## src/rtl/mem_port_arbiter.sv

```systemverilog
// CPU/DMA arbiter for the shared memory; ready pulses MEM_LAT+1 cycles after grant, losers wait with req held.
// Fixed-latency access, CPU-first with DMA starvation limit; MEM_PORT_ARBITER_LOCK_EN adds dma_lock bus locking.
module mem_port_arbiter #(
    parameter int MEM_LAT    = 2,
    parameter int STARVE_MAX = 4
) (
    input  logic        clk,
    input  logic        reset,
    input  logic        cpu_req,
    input  logic        cpu_we,
    input  logic [31:0] cpu_addr,
    input  logic [31:0] cpu_wd,
    output logic [31:0] cpu_rd,
    output logic        cpu_ready,
    input  logic        dma_req,
    input  logic        dma_we,
    input  logic [31:0] dma_addr,
    input  logic [31:0] dma_wd,
`ifdef MEM_PORT_ARBITER_LOCK_EN
    input  logic        dma_lock,
`endif
    output logic [31:0] dma_rd,
    output logic        dma_ready,
    output logic        mem_en,
    output logic        mem_we,
    output logic [31:0] mem_addr,
    output logic [31:0] mem_wd,
    input  logic [31:0] mem_rd,
    output logic        owner,
    output logic        busy
);

    localparam int SW = (STARVE_MAX < 1) ? 1 : $clog2(STARVE_MAX + 1);
    localparam logic [SW-1:0] STARVE_LIM = SW'(STARVE_MAX);
    localparam logic [3:0]    WAIT_INIT  = 4'(MEM_LAT - 1);

    typedef enum logic [1:0] {IDLE, ACCESS, RESP} state_t;

    state_t        state_q, state_d;
    logic [3:0]    wait_q, wait_d;
    logic [SW-1:0] starve_q, starve_d;
    logic          owner_q, owner_d;
    logic          we_q, we_d;
    logic [31:0]   addr_q, addr_d;
    logic [31:0]   wd_q, wd_d;
    logic [31:0]   cpu_rd_q, cpu_rd_d;
    logic [31:0]   dma_rd_q, dma_rd_d;
    logic          grant_cpu, grant_dma, locked_go;
`ifdef MEM_PORT_ARBITER_LOCK_EN
    logic          lock_q, lock_d;
`endif

    always_ff @(posedge clk) begin
        if (reset) begin
            state_q  <= IDLE;
            wait_q   <= '0;
            starve_q <= '0;
            owner_q  <= 1'b0;
            we_q     <= 1'b0;
            addr_q   <= '0;
            wd_q     <= '0;
            cpu_rd_q <= '0;
            dma_rd_q <= '0;
`ifdef MEM_PORT_ARBITER_LOCK_EN
            lock_q   <= 1'b0;
`endif
        end else begin
            state_q  <= state_d;
            wait_q   <= wait_d;
            starve_q <= starve_d;
            owner_q  <= owner_d;
            we_q     <= we_d;
            addr_q   <= addr_d;
            wd_q     <= wd_d;
            cpu_rd_q <= cpu_rd_d;
            dma_rd_q <= dma_rd_d;
`ifdef MEM_PORT_ARBITER_LOCK_EN
            lock_q   <= lock_d;
`endif
        end
    end

    always_comb begin
        state_d   = state_q;
        wait_d    = wait_q;
        starve_d  = starve_q;
        owner_d   = owner_q;
        we_d      = we_q;
        addr_d    = addr_q;
        wd_d      = wd_q;
        cpu_rd_d  = cpu_rd_q;
        dma_rd_d  = dma_rd_q;
        grant_cpu = 1'b0;
        grant_dma = 1'b0;
        locked_go = 1'b0;
`ifdef MEM_PORT_ARBITER_LOCK_EN
        lock_d    = lock_q;
`endif
        case (state_q)
            IDLE: begin
`ifdef MEM_PORT_ARBITER_LOCK_EN
                locked_go = lock_q && dma_req && dma_lock;
`endif
                if (locked_go)
                    grant_dma = 1'b1;
                else if (dma_req && (!cpu_req || starve_q == STARVE_LIM))
                    grant_dma = 1'b1;
                else if (cpu_req)
                    grant_cpu = 1'b1;

                if (grant_dma) begin
                    owner_d = 1'b1;
                    we_d    = dma_we;
                    addr_d  = dma_addr;
                    wd_d    = dma_wd;
                    // Starvation count stays frozen across a locked burst
                    if (!locked_go)
                        starve_d = '0;
                end else if (grant_cpu) begin
                    owner_d = 1'b0;
                    we_d    = cpu_we;
                    addr_d  = cpu_addr;
                    wd_d    = cpu_wd;
                    if (!dma_req)
                        starve_d = '0;
                    else if (starve_q != STARVE_LIM)
                        starve_d = starve_q + 1'b1;
                end

                if (grant_dma || grant_cpu) begin
                    wait_d  = WAIT_INIT;
                    state_d = ACCESS;
                end
`ifdef MEM_PORT_ARBITER_LOCK_EN
                lock_d = grant_dma && dma_lock;
`endif
            end
            ACCESS: begin
                if (wait_q == 4'd0) begin
                    state_d = RESP;
                    if (!we_q) begin
                        if (owner_q)
                            dma_rd_d = mem_rd;
                        else
                            cpu_rd_d = mem_rd;
                    end
                end else begin
                    wait_d = wait_q - 1'b1;
                end
            end
            RESP:    state_d = IDLE;
            default: state_d = IDLE;
        endcase
    end

    assign mem_en    = (state_q == ACCESS);
    assign mem_we    = mem_en && we_q;
    assign mem_addr  = addr_q;
    assign mem_wd    = wd_q;
    assign cpu_ready = (state_q == RESP) && !owner_q;
    assign dma_ready = (state_q == RESP) && owner_q;
    assign cpu_rd    = cpu_rd_q;
    assign dma_rd    = dma_rd_q;
    assign owner     = owner_q;
    assign busy      = (state_q != IDLE);

endmodule

```

## config.mk

```make
export PLATFORM = sky130hd
export DESIGN_NAME = mem_port_arbiter
export DESIGN_NICKNAME = d
export VERILOG_FILES = /design/src/rtl/mem_port_arbiter.sv
export SDC_FILE = /design/constraint.sdc
export NUM_CORES = 1
export LEC_CHECK = 0
export CAP_MARGIN = 20
export CELL_PAD_IN_SITES_DETAIL_PLACEMENT = 0
export CELL_PAD_IN_SITES_GLOBAL_PLACEMENT = 2
export CORE_UTILIZATION = 34
export CTS_CLUSTER_SIZE = 20
export DETAILED_ROUTE_END_ITERATION = 8
export DONT_BUFFER_PORTS = 1
export PLACE_DENSITY_LB_ADDON = 0.1
export SYNTH_ARGS = -nofsm -noshare
export SYNTH_HDL_FRONTEND = slang
export SYNTH_SLANG_ARGS = --single-unit
```

## constraint.sdc

```tcl
create_clock -name clk -period 2.2 [get_ports clk]
set_clock_uncertainty 0.1 [all_clocks]
set_input_delay 0.22 -clock clk [delete_from_list [all_inputs] [get_ports clk]]
set_output_delay 0.22 -clock clk [all_outputs]
set_load 0.05 [all_outputs]
```

==> results of run 1 <==
[worst paths after layout]
check / from / to / slack (ps)
max reg2reg: wait_q[0]$_SDFFE_PP0P_ / cpu_rd[25]$_SDFFE_PP0P_ / 290
max: state_q[1]$_SDFFE_PP0P_ / mem_we / 270
min reg2reg: dma_rd[21]$_SDFFE_PP0P_ / dma_rd[21]$_SDFFE_PP0P_ / 380
min: dma_addr[2] / mem_addr[2]$_SDFFE_PP0P_ / 20
[cell usage in the layout (no fill, tap or decap), types with 3 or more instances in the layout]
master / count
sky130_fd_sc_hd__buf_4: 14
sky130_fd_sc_hd__nand2_1: 130
sky130_fd_sc_hd__a21oi_1: 35
sky130_fd_sc_hd__o22ai_1: 65
sky130_fd_sc_hd__clkinv_4: 3
sky130_fd_sc_hd__buf_12: 5
sky130_fd_sc_hd__nand2b_1: 64
sky130_fd_sc_hd__mux2i_1: 32
sky130_fd_sc_hd__ha_1: 4
sky130_fd_sc_hd__a22o_1: 67
sky130_fd_sc_hd__nand4_1: 33
sky130_fd_sc_hd__dfxtp_1: 138
sky130_fd_sc_hd__o21ai_0: 27
sky130_fd_sc_hd__dlygate4sd3_1: 53
sky130_fd_sc_hd__nor2_1: 3
sky130_fd_sc_hd__clkbuf_16: 17
sky130_fd_sc_hd__o21ai_1: 8
sky130_fd_sc_hd__inv_1: 7
sky130_fd_sc_hd__clkinvlp_4: 4
[cells by family after synthesis]
kind of cell             synth area share [%]
multiplexers                            5.349
buffers and inverters                   5.773
AO/OA/AOI/OAI                           22.55
flip-flops                              44.89
AND/OR/NAND/NOR                         20.63
adder cells (fa/ha/maj)                0.8075
[per-layer routing]
| layer | GRT usage [%] | routed length [um] | vias up |
|---|---|---|---|
| met4 | 7.631 | 344 | 0 |
| met3 | 5.778 | 1432 | 24 |
| met1 | 21.54 | 7551 | 2529 |
| li1 | - | - | 2614 |
| met5 | 0 | 0 | - |
| met2 | 32.52 | 9035 | 203 |
[area by class of cell]
class,instances,area [um2],share of cell area [%]
clock inverter,13,143.9,1.906
inverter,7,26.28,0.3481
multi-input combinational,498,3102,41.09
sequential,139,2784,36.88
clock buffer,19,442.9,5.868
timing repair buffer,73,763.2,10.11
tap,229,286.5,3.796
[state kept, by name (all words and copies together) (netlist names)]
register and count:
cpu_rd 32, dma_rd 32, mem_addr 32, mem_wd 32, owner 1, starve_q 3, state_q 2, wait_q 4
we_q 1
[critical path, cell delays in order (launching register included)]
cell,delay (ps)
sky130_fd_sc_hd__dfxtp_1,440
sky130_fd_sc_hd__nand2b_2,290
sky130_fd_sc_hd__inv_1,110
sky130_fd_sc_hd__and2_1,160
sky130_fd_sc_hd__buf_4,180
[metrics by stage]
step	worst slack, ps	util, %
floorplan	216.9	-
global placement	373.1	35.76
detailed placement	307.4	35.76
CTS	118.0	42.15
global route	150.8	42.17
finish	274.7	42.17
[where the power goes]
group / internal, uW / switching [uW]
Sequential: 2710 / 787
Combinational: 417 / 544
Clock: 1710 / 1120
Total: 4840 / 2450
[timing repair]
action	4_1_cts	5_1_grt
endpoints found under the setup margin	0	1
resized for setup	0	1
hold buffers	54	0
hold endpoints to repair	92	0
==> impl_summary.md, run 1 <==
Run status
The flow ran to the end, and the final reports show no timing, DRC or antenna violations.

Final layout
The final cell count without fillers is 978. The count of inserted antenna diode cells is 0. The share of final-layout standard cells stronger than drive strength 1 is around 8.4%. After filler insertion, the fill cell instance count of the layout stands at 1,817.

From synthesis to final layout, the design area changed by 21.78%. The post-route cell area is 7548 um2. The number of nets in the layout is 906.

Synth
The unique cell type count in the Yosys netlist is 40. By count the netlist is led by 139 x sky130_fd_sc_hd__dfxtp_1, 130 x sky130_fd_sc_hd__nand2_1, 67 x sky130_fd_sc_hd__a22o_1, 65 x sky130_fd_sc_hd__nand2b_1, 65 x sky130_fd_sc_hd__o22ai_1. Sequential cells were found to cover roughly 45% of the synthesized design area.

Sorting the synthesized cells by area gives the leading types as sky130_fd_sc_hd__dfxtp_1 45%, sky130_fd_sc_hd__a22o_1 9.5%, sky130_fd_sc_hd__nand2_1 7.9%, sky130_fd_sc_hd__nand2b_1 6.6%, sky130_fd_sc_hd__o22ai_1 6.6%. The cell area after synthesis is 6198 um2. In the post-synthesis netlist, the cell with the most instances is sky130_fd_sc_hd__dfxtp_1. Counting every net in the synthesized netlist gives roughly 900.

A synthesized cell averages 8.621 um2. Of all flip-flops after synthesis, the portion carrying an async set or reset was 0%. The Yosys step of the flow raised 0 warnings. The synthesized design spends more area on one cell type than any other, namely sky130_fd_sc_hd__dfxtp_1. The flip-flop and latch count after synthesis is 139. The count of mapped cells out of synthesis is ~720. The area share of the largest cell type after synthesis is 44.89%.

For this run, the leading register cell type out of synthesis is sky130_fd_sc_hd__dfxtp_1. The number of synthesized flops with an enable pin is 0.

STA
The highest clock rate is 519.4 MHz. After routing, the total negative slack on setup checks comes to 0 ps. The routed design could run at a clock period as short as 1925 ps. Setup repair after global routing left no endpoint under its margin. The count of final max-slew check failures is 0. Measured against its own limit, the worst slew margin works out to 60.42%.

After layout, the worst path uses 87.51% of the clock period. The slew at the pin with the worst max-slew slack is 592.8 ps. Across all hold checks on the routed design, the worst slack comes to 18.78 ps. Setup violations remaining at the end of the flow were counted as 0. The count of endpoints failing hold in the final timing report is 0.

Detailed routing
The number of vias per cell is 5.491. In this run the remaining antenna-violating nets after routing total 0. The total vias in the final route is 5,370. The final layout contains routed wiring with a total length of 18.36 mm. The DRC violation count after routing is 0.

The first detailed-routing pass took 4 iterations. The DRC marker count from the first detailed-route iteration is 225. After detailed routing, the average wire length per cell comes to 18.78 um.

Worst setup path
The arrival time of the worst setup path is 1610 ps. The start-to-end type of the worst setup path is flip-flop to output pin. The worst-path maximum fanout is 10.

The worst setup path is launched from a flip-flop. The cell depth of the worst flop-to-flop path is 6. The kind of capture point of the worst setup path is an output pin. Data on the critical path is required at its endpoint by 1880 ps.

Power and ir drop
Summing internal, switching and leakage power gives 7289 uW. The peak ir drop on the vdd network is 479.2 uV. Dividing total power by cell area gives a power density of 965.6 nW/um2. The standby leakage power is 0.002824 uW.

Die
The area of the die is 18,770 um2. The boundary pin count is 300. The width of the die is 137.0 um. The starting density of the core is between 30% and 40%.

The vertical extent of the die is 137.0 um. The initialized floorplan defines 49 standard-cell rows. The floorplan step defined a core boundary enclosing 17,900 um2.

GRT
The number of antenna violations at the first check in global routing came to 0. For this run, the total global-route usage over all layers was measured as 18.86%. The first global-routing pass estimated 27.58 mm of wire. The number of global-route vias before repair came to 5,138. For this run the aggregate overflow at the end of global routing stands at 0. The largest net degree at the start of global routing is 103.

Place
The final weighted congestion of routability-driven global placement is 0.7641. Summed over all nets, the half-perimeter wirelength after detailed placement is 11.66 mm. During placement, the flow inserted port buffers numbering 0. The cell area reported after detailed placement is 6401 um2. Counting tap cells, the placed design contains a total of 892 instances.

Clocking
The clock-pin transition on the worst setup and hold timing paths is 70 ps. The number of buffers inserted to repair setup after CTS is 0. CTS saw 139 sinks. The number of levels the H-tree was split into is 4. The worst-case clock buffer depth is 2. The CTS tree is done. In this run, CTS created clock tree buffers numbering 17. The later-pin clock latency in the skew report is 410 ps. In this run the clock root is driven by a sky130_fd_sc_hd__clkbuf_16.

Min path
The path class of the tightest hold or removal check is input port to flip-flop. The worst hold path cell count is 3.

Flow run
Across the run, the number of max-cap violations was 0.
(Power assumes the default switching activity.)
==> inputs of run 2 (changes only) <==
- CORE_ASPECT_RATIO: not set -> 0.9
==> impl_summary.md, run 2 (synthesis gave the netlist of run 1 again) <==
Run status
The run finished with clean final reports.

Detailed routing
The number of vias per cell is 5.418 (-1.3%). The average detailed-routed wire length per instance is 19.04 um (+1.4%). The count of nets left with antenna violations after detail routing is 0 (unchanged). The total vias in the final route is 5,331 (-0.73%). The DRC violation count after routing came to 0 (unchanged). The DRC marker count from the first detailed-route iteration came to 235 (+4.4%).

The number of iterations in the first detailed-routing pass is 4 (unchanged). The aggregate routed wire length is 18.74 mm (+2.0%).

Worst setup path
On the critical path, the stage with the largest delay is an instance of sky130_fd_sc_hd__dfxtp_1. Broken down by cell family, the worst path's largest delay share belongs to simple AND/OR/NAND/NOR gates. The worst-path maximum fanout is 10 (unchanged). The number of buffers and inverters on the critical path was 2 (unchanged). The start-to-end type of the worst setup path is flip-flop to output pin. The arrival time of the worst setup path was 1640 ps (+30 ps). The signal on the critical path passes through nand2b_2, inv_1, and2_1, buf_4. The kind of capture point of the worst setup path is an output pin. The largest stage delay on the critical path is 450 ps (about the same). The required time reported for the critical path endpoint is 1880 ps (about the same). The worst setup path is launched from a flip-flop.

Place
The number of buffers added on ports came to 0 (unchanged). The placed wire-length estimate is 12.27 mm (+5.2%). The final weighted congestion of routability-driven global placement is 0.7481 (-2.1%). The instance count after placement with tap cells included came to 907 (+1.7%).

The pre-CTS setup slack is 297.6 ps (-9.742 ps). The cell area reported after detailed placement is 6432 um2 (+0.49%).

GRT
The met1 layer usage reported by global route was 22.07% (+0.53 points). The global-route usage over all layers came to 19.21% (+0.35 points). The global-route wire length before repair was 27.61 mm (about the same).

The met3 track demand over resource in global routing was 6.862% (+1.1 points). The met2 usage in global routing is 32.69% (+0.17 points). After global routing, the most crowded layer is met2. The largest net degree at the start of global routing is 103 (unchanged). The number of antenna violations at the first check in global routing is 0 (unchanged). The number of global-route vias before repair came to 5,035 (-2.0%).

The remaining global-route overflow is 0 (unchanged).

Flow run
The max capacitance violation total is 0 (unchanged).

Power and ir drop
The power per cell area came to 989.0 nW/um2 (+2.4%). The peak ir drop on the vdd network is 439.0 uV (-8.4%). The standby leakage power is 0.002832 uW (+0.27%).

Die
The vertical extent of the die is 130.1 um (-5.1%). The area of the die was 18,780 um2 (about the same). The area of the core region is 17,730 um2 (-0.98%). The width of the die came to 144.3 um (+5.3%). The total number of placement rows is 46 (-6.1%). The starting density of the core is 34.97% (+0.34 points). The boundary pin count is 300 (unchanged).

Min path
In this run the worst hold path is classified as input port to flip-flop.

Final layout
The post-route cell area is 7526 um2 (-0.30%). The area taken by flip-flops and latches is 2784 um2 (unchanged). The share of final-layout standard cells stronger than drive strength 1 is 9.005% (+0.59 points). The most common cell after layout, fill and taps aside is sky130_fd_sc_hd__dfxtp_1. The total area of multi-input combinational cells is 3102 um2 (unchanged). From synthesis to final layout, the design area changed by 21.42%. The count of inserted antenna diode cells is 0 (unchanged). The number of nets in the layout is 901 (-0.55%). The library cells used most frequently in the layout, excluding fill and tap cells, are 138 x sky130_fd_sc_hd__dfxtp_1, 130 x sky130_fd_sc_hd__nand2_1, 67 x sky130_fd_sc_hd__a22o_1, 65 x sky130_fd_sc_hd__o22ai_1, 64 x sky130_fd_sc_hd__nand2b_1. The number of fillers in the final layout came to 1,827 (+0.55%). The final cell count without fillers is 984 (+0.61%).

Clocking
TritonCTS built the clock tree. The worst-case clock buffer depth is 2 (unchanged). The clock-pin transition on the worst setup and hold timing paths is 60 ps (about the same). The clock tree root buffer cell is sky130_fd_sc_hd__clkbuf_16.

The number of buffers created by CTS is 17 (unchanged). The total number of clock tree sinks came to 139 (unchanged). The number of levels the H-tree was split into is 4 (unchanged). The later-pin clock latency in the skew report is 410 ps (about the same). The number of buffers inserted to repair setup after CTS is 0 (unchanged).

STA
The highest clock rate came to 510.5 MHz (-1.7%). The worst slack on hold paths is 19.13 ps (+0.3533 ps). The setup slack of the critical path after layout is 241.1 ps (-33.70 ps).

The count of final max-slew check failures is 0 (unchanged). The sum of negative setup slack is 0 ps (unchanged). The count of endpoints failing setup in the final report came to 0 (unchanged). The headroom to the max-slew limit came to 61.66% (+1.2 points). The clock period minus final worst setup slack came to 1959 ps (+33.70 ps). The slew at the pin with the worst max-slew slack came to 574.3 ps (-18.53 ps). The final critical-path share of the clock period came to 89.04% (+1.5 points). The count of endpoints failing hold in the final timing report was 0 (unchanged).

Setup repair after global routing left no endpoint under its margin.
[run 2: changes by cell type in the layout (fill, tap and decap cells not counted)]
| cell | previous run | this run |
|---|---|---|
| sky130_fd_sc_hd__dlygate4sd3_1 | 53 | 44 |
| sky130_fd_sc_hd__buf_4 | 14 | 19 |
| sky130_fd_sc_hd__clkbuf_8 | 1 | 4 |
| sky130_fd_sc_hd__clkinvlp_4 | 4 | 1 |
| sky130_fd_sc_hd__inv_6 | 2 | 0 |
| sky130_fd_sc_hd__buf_12 | 5 | 4 |
| sky130_fd_sc_hd__bufinv_16 | 2 | 3 |
| sky130_fd_sc_hd__clkinv_2 | 2 | 3 |
[run 2: repair_timing]
item	4_1_cts	5_1_grt
gates resized for setup	0	1
hold buffers	45	0
setup endpoints to repair	0	1
endpoints found under the hold margin	82	0
[run 2: worst paths after layout]
kind                            cells after the start  slack [ps]                      to                     start
worst max-delay path                                4         240                  mem_we   state_q[1]$_SDFFE_PP0P_
worst min-delay path                                3          20  mem_wd[5]$_SDFFE_PP0P_                 dma_wd[5]
worst max register to register                      6         290  mem_wd[2]$_SDFFE_PP0P_  starve_q[0]$_SDFFE_PP0P_
worst min register to register                      2         410  wait_q[1]$_SDFFE_PP0P_    wait_q[1]$_SDFFE_PP0P_
[run 2: routing by layer]
metal	vias up	share of wire [%]
li1	2600	-
met1	2522	41
met2	189	49
met3	20	7.9
met4	0	1.6
met5	-	0
[run 2: worst register-to-register path, cell delays in order (launching register included)]
cell	delay (ps)
sky130_fd_sc_hd__dfxtp_1	310
sky130_fd_sc_hd__inv_1	80
sky130_fd_sc_hd__ha_1	220
sky130_fd_sc_hd__and3_2	490
sky130_fd_sc_hd__buf_4	280
sky130_fd_sc_hd__o22ai_1	120
sky130_fd_sc_hd__a22o_1	190
[run 2: final cells by class]
class,count,area share [%]
flip-flops and latches,139,36.99
inverters,7,0.3491
well taps,240,3.990
clock buffers,22,6.434
repair buffers,68,9.177
multi-input cells,498,41.21
clock inverters,10,1.845
[run 2: power breakdown]
part | switching (uW) | internal (uW) | total (uW)
clock | 1080 | 1900 | 2980
sequential | 785 | 2720 | 3500
combinational | 554 | 408 | 961
total | 2420 | 5030 | 7440
[run 2: through the flow]
stage          util (%)  power (uW)
3_5_place_dp      36.29        4420
2_1_floorplan         -        4212
4_1_cts           42.44        7535
3_3_place_gp      36.29        4408
6_report          42.45        7443
5_1_grt           42.45        7782
==> inputs of run 3 (changes only) <==
- CORE_MARGIN: not set -> 1.5
==> impl_summary.md, run 3 (synthesis gave the netlist of run 1 again) <==
Detailed routing
The number of iterations in the first detailed-routing pass was 5 (+1). The average detailed-routed wire length per instance is 18.90 um (-0.74%). The aggregate routed wire length is 18.45 mm (-1.5%). The DRC violation count after routing was 0 (unchanged). The count of nets left with antenna violations after detail routing is 0 (unchanged). The total vias in the final route came to 5,369 (+0.71%).

The DRC marker count from the first detailed-route iteration is 219 (-6.8%). The number of vias per cell is 5.501 (+1.5%).

Min path
The tightest min-delay check is of the input port to flip-flop type. The worst hold path cell count came to 3 (unchanged). The startpoint identified for the worst hold timing path is dma_wd[14]. The hold path endpoint is mem_wd[14]$_SDFFE_PP0P_.

STA
Setup repair after global routing left no endpoint under its margin. The count of endpoints failing hold in the final timing report was 0 (unchanged). The count of endpoints failing setup in the final report was 0 (unchanged).

The highest clock rate is 520.8 MHz (+2.0%). The final critical-path share of the clock period was 87.27% (-1.8 points). The worst slack on hold paths is 22.40 ps (+3.270 ps).

The clock period minus final worst setup slack was 1920 ps (-38.95 ps). The headroom to the max-slew limit came to 61.76% (+0.095 points). The count of final max-slew check failures is 0 (unchanged).

The slew at the pin with the worst max-slew slack is 572.9 ps (-1.425 ps). The sum of negative setup slack is 0 ps (unchanged).

Die
The vertical extent of the die is 131.1 um (+0.77%). The area of the core region is 17,730 um2 (unchanged). The boundary pin count is 300 (unchanged). The total number of placement rows is 46 (unchanged). The width of the die is 145.3 um (+0.69%). The starting density of the core is 34.97% (unchanged).

The area of the die is 19,050 um2 (+1.5%).

Run status
The run finished with clean final reports.

Power and ir drop
The peak ir drop on the vdd network came to 421.4 uV (-4.0%). The power per cell area is 961.6 nW/um2 (-2.8%). The standby leakage power is 0.002757 uW (-2.6%). The final total power is 7087 uW (-4.8%).

Worst setup path
The arrival time of the worst setup path is 2160 ps (+520 ps). The beginning of the worst register-to-register path is wait_q[0]$_SDFFE_PP0P_. The category of the worst setup path launch point is a flip-flop. The worst-path maximum fanout came to 16 (+6). The cell depth of the worst flop-to-flop path is 6 (unchanged). The setup slack of the most critical reg-to-reg path is 280 ps (about the same).

In this run the critical register-to-register path is captured at cpu_rd[16]$_SDFFE_PP0P_. The worst setup path is of the flip-flop to flip-flop kind. The required time reported for the critical path endpoint is 2440 ps (+560 ps).

STA classifies the critical path endpoint as a flip-flop.

Place
The placed wire-length estimate came to 12.18 mm (-0.68%). The cell area reported after detailed placement is 6417 um2 (-0.23%). The final weighted congestion of routability-driven global placement is 0.7529 (+0.64%). The number of buffers added on ports is 0 (unchanged).

Final layout
The post-route cell area is 7370 um2 (-2.1%). The share of final-layout standard cells stronger than drive strength 1 was 8.152% (-0.85 points). The most common cell after layout, fill and taps aside is sky130_fd_sc_hd__dfxtp_1. The post-route core utilization came to 41.57% (-0.88 points). The count of inserted antenna diode cells is 0 (unchanged). The number of nets in the layout is 893 (-0.89%). The number of fillers in the final layout came to 1,804 (-1.3%).

Relative to the synthesized area, the layout overhead comes to 18.89%. The top cell types in the final layout, fill and taps aside, are 138 x sky130_fd_sc_hd__dfxtp_1, 130 x sky130_fd_sc_hd__nand2_1, 67 x sky130_fd_sc_hd__a22o_1, 65 x sky130_fd_sc_hd__o22ai_1, 64 x sky130_fd_sc_hd__nand2b_1.

Clocking
The number of levels the H-tree was split into was 4 (unchanged). The clock tree root buffer cell is sky130_fd_sc_hd__clkbuf_16. The total number of clock tree sinks came to 139 (unchanged). The later-pin clock latency in the skew report was 410 ps (about the same). The CTS tree is done. The number of buffers inserted to repair setup after CTS is 0 (unchanged). The clock-pin transition on the worst setup and hold timing paths is 60 ps (about the same). The worst-case clock buffer depth is 2 (unchanged). The number of buffers created by CTS is 17 (unchanged).

Flow run
The max capacitance violation total is 0 (unchanged).

GRT
The global-route wire length before repair is 27.96 mm (+1.3%). The number of global-route vias before repair is 5,078 (+0.85%). The number of antenna violations at the first check in global routing came to 0 (unchanged). The global-route usage over all layers is 18.65% (-0.56 points). The remaining global-route overflow is 0 (unchanged). The largest net degree at the start of global routing is 103 (unchanged).
run 3: cell types whose count changed in the layout (fill, tap and decap cells not counted), sizes merged:
| cell | before | now |
|---|---|---|
| buf | 24 | 22 |
| clkinv | 6 | 5 |
| dlygate4sd3 | 44 | 38 |
| bufinv | 3 | 1 |
| clkbuf | 22 | 25 |
run 3: worst max-delay path by stage:
| stage | start | to | slack (ps) | depth (start not counted) |
|---|---|---|---|---|
| floorplan | owner$_SDFFE_PP0P_ | cpu_ready | 220 | 3 |
| global placement | wait_q[0]$_SDFFE_PP0P_ | cpu_rd[15]$_SDFFE_PP0P_ | 320 | 6 |
| detailed placement | wait_q[0]$_SDFFE_PP0P_ | cpu_rd[16]$_SDFFE_PP0P_ | 250 | 6 |
| CTS | state_q[1]$_SDFFE_PP0P_ | mem_we | 120 | 4 |
| global route | wait_q[0]$_SDFFE_PP0P_ | cpu_rd[24]$_SDFFE_PP0P_ | 120 | 6 |
| finish | wait_q[0]$_SDFFE_PP0P_ | cpu_rd[16]$_SDFFE_PP0P_ | 280 | 6 |
run 3: final cells by class:
class	instances	area, um2	share of cell area (%)
flip-flops and latches	139	2784	37.78
repair buffers	60	615.6	8.353
well taps	240	300.3	4.075
multi-input cells	498	3102	42.09
clock inverters	7	66.31	0.8998
clock buffers	25	475.5	6.452
inverters	7	26.28	0.3565
run 3: routing by layer:
layer  up-vias  share of wire [%]  GRT usage (%)
li1       2590                  -              -
met1      2544                 42          22.07
met2       220                 49          31.82
met3        15                7.6          6.367
met4         0                1.3          6.663
met5         -                  0              0
run 3: worst max-delay path, stage by stage (launching register included):
cell,delay [ps]
sky130_fd_sc_hd__dfxtp_1,310
sky130_fd_sc_hd__inv_1,100
sky130_fd_sc_hd__ha_1,170
sky130_fd_sc_hd__or3b_1,400
sky130_fd_sc_hd__nor4_4,190
sky130_fd_sc_hd__buf_4,340
sky130_fd_sc_hd__mux2i_1,230
run 3: timing repair:
item | CTS | global route
hold endpoints to repair | 77 | 0
gates resized for setup | 0 | 1
hold buffers | 39 | 0
setup endpoints to repair | 0 | 1
run 3: through the flow:
step	std cells	worst slack (ps)
2_1_floorplan	719	216.9
4_1_cts	976	123.4
5_1_grt	976	123.4
3_5_place_dp	905	246.3
6_report	976	280.0
3_3_place_gp	905	323.9
run 3: power by group:
part           leakage [uW]  switching (uW)  internal, uW
Sequential          0.00114             785          2720
Clock              0.000265            1040          1610
Combinational       0.00136             545           394
Total               0.00276            2370          4720
